`src/rtl/fp_mul_arbiter.sv`:
```
// rtl/fp_mul_arbiter.sv - round-robin sharing of one pipelined fp multiplier between two requesters
//
// Purpose: arbitrates requesters A and B onto a single pipelined single-precision
// multiplier, remembers who issued each in-flight operation in a tag pipeline and
// steers every registered result back to its issuer.
//
// Ports:
//   clk, rst                      clock, synchronous active-high reset
//   a_vld/a_rdy/a_X/a_Y/a_r_mode  requester A issue handshake and operands
//   b_vld/b_rdy/b_X/b_Y/b_r_mode  requester B issue handshake and operands
//   mul_vld/mul_X/mul_Y/mul_r_mode issue to multiplier
//   mul_vld_o/mul_Z/mul_ovrf/mul_udrf result from multiplier, MUL_LAT cycles after issue
//   a_rsp_vld/a_Z/a_ovrf/a_udrf   registered result pulse for A
//   b_rsp_vld/b_Z/b_ovrf/b_udrf   registered result pulse for B
//   inflight                      issued operations not yet returned
//   tag_err                       sticky: multiplier valid disagreed with tag pipeline
module fp_mul_arbiter #(
  parameter int MUL_LAT = 3
) (
  input  logic        clk,
  input  logic        rst,
  input  logic        a_vld,
  output logic        a_rdy,
  input  logic [31:0] a_X,
  input  logic [31:0] a_Y,
  input  logic [2:0]  a_r_mode,
  input  logic        b_vld,
  output logic        b_rdy,
  input  logic [31:0] b_X,
  input  logic [31:0] b_Y,
  input  logic [2:0]  b_r_mode,
  output logic        mul_vld,
  output logic [31:0] mul_X,
  output logic [31:0] mul_Y,
  output logic [2:0]  mul_r_mode,
  input  logic        mul_vld_o,
  input  logic [31:0] mul_Z,
  input  logic        mul_ovrf,
  input  logic        mul_udrf,
  output logic        a_rsp_vld,
  output logic [31:0] a_Z,
  output logic        a_ovrf,
  output logic        a_udrf,
  output logic        b_rsp_vld,
  output logic [31:0] b_Z,
  output logic        b_ovrf,
  output logic        b_udrf,
  output logic [3:0]  inflight,
  output logic        tag_err
);

  localparam logic ID_A = 1'b0;
  localparam logic ID_B = 1'b1;

  logic               rr_last_q;
  logic [MUL_LAT-1:0] tag_vld_q;
  logic [MUL_LAT-1:0] tag_id_q;
  logic               a_rsp_vld_q, b_rsp_vld_q;
  logic [31:0]        a_z_q, b_z_q;
  logic               a_ovrf_q, a_udrf_q, b_ovrf_q, b_udrf_q;
  logic               tag_err_q;
  logic [3:0]         inflight_d;
  logic               fin_vld, fin_id;

  // On contention the requester that did not win last time gets the slot.
  assign a_rdy = !rst && a_vld && (!b_vld || (rr_last_q == ID_B));
  assign b_rdy = !rst && b_vld && (!a_vld || (rr_last_q == ID_A));

  assign mul_vld    = a_rdy | b_rdy;
  assign mul_X      = a_rdy ? a_X      : (b_rdy ? b_X      : 32'd0);
  assign mul_Y      = a_rdy ? a_Y      : (b_rdy ? b_Y      : 32'd0);
  assign mul_r_mode = a_rdy ? a_r_mode : (b_rdy ? b_r_mode : 3'd0);

  assign fin_vld = tag_vld_q[MUL_LAT-1];
  assign fin_id  = tag_id_q[MUL_LAT-1];

  always_comb begin
    inflight_d = 4'd0;
    for (int i = 0; i < MUL_LAT; i++) begin
      inflight_d = inflight_d + {3'd0, tag_vld_q[i]};
    end
  end

  always_ff @(posedge clk) begin
    if (rst) begin
      rr_last_q   <= ID_B;
      tag_vld_q   <= '0;
      tag_id_q    <= '0;
      a_rsp_vld_q <= 1'b0;
      b_rsp_vld_q <= 1'b0;
      a_z_q       <= 32'd0;
      b_z_q       <= 32'd0;
      a_ovrf_q    <= 1'b0;
      a_udrf_q    <= 1'b0;
      b_ovrf_q    <= 1'b0;
      b_udrf_q    <= 1'b0;
      tag_err_q   <= 1'b0;
    end else begin
      if (mul_vld) begin
        rr_last_q <= b_rdy ? ID_B : ID_A;
      end

      // Fixed-length shift with no stall: the tag lines up with mul_vld_o.
      tag_vld_q[0] <= mul_vld;
      tag_id_q[0]  <= b_rdy;
      for (int i = 1; i < MUL_LAT; i++) begin
        tag_vld_q[i] <= tag_vld_q[i-1];
        tag_id_q[i]  <= tag_id_q[i-1];
      end

      // Results follow the tag even when the multiplier strobe disagrees.
      a_rsp_vld_q <= fin_vld && (fin_id == ID_A);
      b_rsp_vld_q <= fin_vld && (fin_id == ID_B);
      if (fin_vld && (fin_id == ID_A)) begin
        a_z_q    <= mul_Z;
        a_ovrf_q <= mul_ovrf;
        a_udrf_q <= mul_udrf;
      end
      if (fin_vld && (fin_id == ID_B)) begin
        b_z_q    <= mul_Z;
        b_ovrf_q <= mul_ovrf;
        b_udrf_q <= mul_udrf;
      end

      if (mul_vld_o != fin_vld) begin
        tag_err_q <= 1'b1;
      end
    end
  end

  assign a_rsp_vld = a_rsp_vld_q;
  assign a_Z       = a_z_q;
  assign a_ovrf    = a_ovrf_q;
  assign a_udrf    = a_udrf_q;
  assign b_rsp_vld = b_rsp_vld_q;
  assign b_Z       = b_z_q;
  assign b_ovrf    = b_ovrf_q;
  assign b_udrf    = b_udrf_q;
  assign inflight  = inflight_d;
  assign tag_err   = tag_err_q;

endmodule

```
`config.mk`:
```
export PLATFORM = sky130hd
export DESIGN_NAME = fp_mul_arbiter
export DESIGN_NICKNAME = d
export VERILOG_FILES = /design/src/rtl/fp_mul_arbiter.sv
export SDC_FILE = /design/constraint.sdc
export NUM_CORES = 1
export LEC_CHECK = 0
export ABC_AREA = 1
export ABC_CLOCK_PERIOD_IN_PS = 1450
export CORE_AREA = 2 2 123 125
export CTS_BUF_LIST = sky130_fd_sc_hd__clkbuf_8
export DETAILED_ROUTE_END_ITERATION = 7
export DIE_AREA = 0 0 125 127
export PLACE_DENSITY = 0.73
export RECOVER_POWER = 25
export SKIP_CTS_REPAIR_TIMING = 1
export SLEW_MARGIN = 20
export SYNTH_ARGS = -nofsm -noshare
export SYNTH_HDL_FRONTEND = slang
export SYNTH_SLANG_ARGS = --single-unit
```
`constraint.sdc`:
```
create_clock -name clk -period 1.45 [get_ports clk]
set_input_delay 0.435 -clock clk [delete_from_list [all_inputs] [get_ports clk]]
set_output_delay 0.435 -clock clk [all_outputs]
set_load 0.02 [all_outputs]
```
* Word level (Yosys, flattened, before mapping)
Index checks and enable logic that the tools add are counted.
Word-level totals: register bits after elaboration 78, bits of input ports 173, output and inout port bits 145
Operators by class: add/sub/neg operators 2, equality and inequality tests 1, muxes and demuxes 7, bitwise gates (word level) 3, reductions and logical operators 11
Operators by type and width (count):
- $mux 32 | 4
- $logic_and 1x1->1 | 6
- $mux 3 | 2
- $add 2x1->3 | 1
- $logic_not 1->1 | 3
- $add 1x1->2 | 1
- $logic_or 1x1->1 | 2
- $not 1->1 | 2
- $mux 1 | 1
- $ne 1x1->1 | 1
- $or 1x1->1 | 1

* Longest topological paths before layout
depth in word-level cells 5, mapped depth 6, depth with buffers taken out 5

* Worst setup path after synthesis
No wires, ideal clock.
path kind in2out, from in b_vld, to out mul_vld, arrival time 1.345 ns, data required time 1.015 ns, path slack -0.330 ns, cell stages on the path 5, buffers on the path 2, cell sequence buf_4 > nand2_4 > buf_4 > nand2_1 > o21ai_0
Between the ends: cells in the longest elaborated chain, start to end 4
RTL lines:
- from (decl) | line 27 | input logic b_vld,
- $logic_not 1->1 | line 66 | assign a_rdy = !rst && a_vld && (!b_vld || (rr_last_q == ID_B));
- $logic_or 1x1->1 | line 66
- $logic_and 1x1->1 | line 66
- $or 1x1->1 * | line 69 | assign mul_vld = a_rdy | b_rdy;
- to (decl) | line 32 | output logic mul_vld,
Mark *: on every way between the ends. The rest lies on a longest branch, timed or not.

* Worst setup path after layout
from reg rr_last_q, to out mul_X[2]
Between the ends: cells in the longest elaborated chain, start to end 5
RTL lines:
- from (decl) | line 55 | logic rr_last_q;
- from (signal assigned) | line 100 | rr_last_q <= b_rdy ? ID_B : ID_A;
- $not 1->1 | line 67 | assign b_rdy = !rst && b_vld && (!a_vld || (rr_last_q == ID_A));
- $logic_or 1x1->1 | line 67
- $logic_and 1x1->1 | line 67
- $mux 32 | line 70 | assign mul_X = a_rdy ? a_X : (b_rdy ? b_X : 32'd0);
- $mux 32 * | line 70
- to (decl) | line 33 | output logic [31:0] mul_X,
Marked as above.

==> summary.txt <==
STA
  • Final setup skew: ~0.011 ns
  • Hold WS: 0.395 ns
  • Worst slew margin: 0.525
  • Slew @ Worst Pin: 0.712 ns
  • Fin. Hold Viols: 0
  • Setup violations, final: between 70 and 80
  • Unrepaired setup endpoints after global routing: true
  • Final worst path period share: 1.37
  • Final WS setup: -0.537 ns
  • Max Slew Vio Count: 0
  • F_max: 0.503 GHz
  • Tmin final: 1.99 ns

Synthesis
  • Fraction of registers with async set/reset: 0
  • Seq cells post-synth: 78
  • Synth Flop Type: dfxtp_1
  • Avg Cell Area, Syn: 6.92 um^2
  • Synth cell count leaders: nand2_1, nand3_1, dfxtp_1, nor2_1, nand4_1
  • Synth cell types: 23
  • Ranking of synthesized cells by area: dfxtp_1, nand2_1, nand3_1
  • Cell Area, Synth: 4310 um^2
  • Post-Synthesis Cells: 622
  • EDFF count, synth: 0
  • Synthesis warning total: 0
  • Top-count cell post-synth: nand2_1
  • Synth top area share: 0.363
  • Register area share after synthesis: 0.363
  • Area leader, netlist: dfxtp_1

Clock tree
  • Clock Path Buffers: 2
  • H-tree depth: 3
  • TritonCTS Buffers: 9
  • CTS sink cnt: 78
  • CTS tree: done
  • CTS Root Cell: clkbuf_8
  • Clk slew on worst S/H paths: about 0.07 ns
  • Clk Latency, worst-skew pair: ~0.35 ns

Route
  • Iteration count of the initial detailed-routing pass: 5
  • DRC errors left: 0
  • Drt wl/cell: approximately 18 um
  • Total Wirelength: 20900 um
  • Post-route ant nets: 0
  • Vias per std cell: 5.15
  • Via count: 5834
  • DR iter-0 viols: about 340

Setup path
  • Critical-path cell list: clkinvlp_4, nand2_8, clkbuf_16, nand3_2, nand2_2, buf_12
  • Delay of the slowest critical-path stage: 0.37 ns
  • CP Launch Point: rr_last_q
  • CP Class: reg2out
  • Critical path capture point type: output port
  • Worst r2r src: tag_vld_q[2]
  • Critical Path RT: a little over 1 ns
  • Critical path launch point type: flip-flop
  • Arr. time, crit path: 1.55 ns
  • Worst-case reg-to-reg path depth: 6
  • CP max FO: 8
  • Slowest cell on crit path: dfxtp_4

Layout
  • Non-filler instance count after layout: 1132
  • Synth-to-layout area growth: 108%
  • Layout cells sized above 1: 0.278
  • Final instance area: 8940 um^2
  • Nets: 1115

Power
  • Int Pwr: ~0.0042 W
  • Cell leakage power: 4.77 nW
  • Combinational fraction of design power: 0.347
  • Psw: 0.00181 W
  • Reg power frac: 0.370
  • Maximum vdd drop: about 490 uV
  • Clock share of power: 0.283
  • Sw Ratio: 0.300
  • Tot Pwr: 0.00605 W
  • PD cells: 677 nW/um^2

Hold path
  • Min-delay src: tag_id_q[1]
  • Hold Crit Class: reg2reg
  • Hold depth: 2

Floorplanning
  • Die area: 15900 um^2
  • DIE HEIGHT: 127 um
  • Die Width: 125 um
  • # IOs: 318
  • Core area: 14400 um^2
  • Initial Util: 0.299
  • Core Rows: 44

Global routing
  • GR Util All Layers: 0.219
  • Vias in the first global route: approximately 5100
  • Largest net degree at the start of global routing: 72
  • Grt ovf: 0
  • First-pass GRT wire length: 27400 um
  • Initial antenna violation count: 3

Placed design
  • Placed Cells: roughly 1100
  • Port buffer count: 315
  • Final Wtd Congestion: 0.895
  • Area after DPL: 7860 um^2
  • Final HPWL DP: 14300 um

Flow run
  • Max_cap viols: 0

Outcome
  • Failing checks: negative setup slack
  • Status: finished, violations left
-- layout make-up --
class | count | area (um^2)
inverter | 14 | 58.8
timing repair buffer | 374 | 4200
clock buffer | 12 | 165
sequential | 78 | 1570
antenna | 3 | 7.51
tap | 184 | 230
multi-input combinational | 464 | 2680
fill | 1245 | 5480
clock inverter | 3 | 42.5
-- layer usage --
metal | vias up | routed length (um) | track usage
met3 | 60 | 1670 | 0.0704
met1 | 2720 | 7440 | 0.226
met2 | 295 | 10700 | 0.387
met4 | 0 | 1060 | 0.136
li1 | 2759 | - | -
met5 | - | 0 | 0
-- flip-flops by register name (all words and copies together), names as in the netlist, 3 cells and up --
| name | flops |
|---|---|
| a_Z | 32 |
| b_Z | 32 |
| tag_id_q | 3 |
| tag_vld_q | 3 |
-- power groups by stage --
stage / logic, W / registers [W] / clock network, W
floorplan: 0.000747 / 0.00235 / 0
global placement: 0.00183 / 0.00229 / 0
detailed placement: 0.00183 / 0.00229 / 0
CTS: 0.00184 / 0.00224 / 0.00176
global route: 0.00220 / 0.00225 / 0.00186
finish: 0.00210 / 0.00224 / 0.00171
-- path summary, 6_finish.rpt --
check                 to  slack [ns]
min reg2reg  tag_id_q[2]        0.39
max reg2reg      a_Z[24]        0.09
max             mul_X[2]       -0.54
min          tag_id_q[2]        0.39
-- stage by stage --
step                      utilization  TNS, ns  setup WS (ns)
after global routing            0.620   -39.17         -0.587
final                           0.620   -34.38         -0.537
after CTS                       0.559  -108.39          -1.22
after global placement          0.545   -83.88          -1.21
after detailed placement        0.545   -85.90          -1.22
after floorplan                     -    -4.46        -0.0848
-- worst max-delay path: cells and delay by family, from the launching register on --
kind                   cells  cell delay, ns
AND/OR/NAND/NOR            3            0.37
buffers and inverters      3            0.45
flip-flops                 1            0.37
-- cells in the final DEF (no fill, tap or decap), types with 12 or more instances in the layout --
cell / synthesis / layout
dlymetal6s2s_1: 0 / 68
buf_4: 18 / 31
nand3b_1: 34 / 34
clkdlybuf4s50_1: 0 / 169
clkbuf_8: 0 / 12
dfxtp_1: 78 / 74
nand4_1: 67 / 67
a21oi_1: 34 / 34
buf_6: 9 / 75
nor2_1: 74 / 73
buf_12: 0 / 16
nand2_1: 140 / 83
nand3_2: 0 / 37
nand2_2: 0 / 55
nand3_1: 103 / 65
-- cells by family after synthesis --
logic type | count (synthesis) | synth area share
compound gates | 37 | 0.0436
buf+inv | 82 | 0.112
simple gates | 423 | 0.476
other cells | 1 | 0.000871
flops | 78 | 0.363
fa+ha+maj | 1 | 0.00465
No activity file was read; power rests on OpenSTA's default activity.
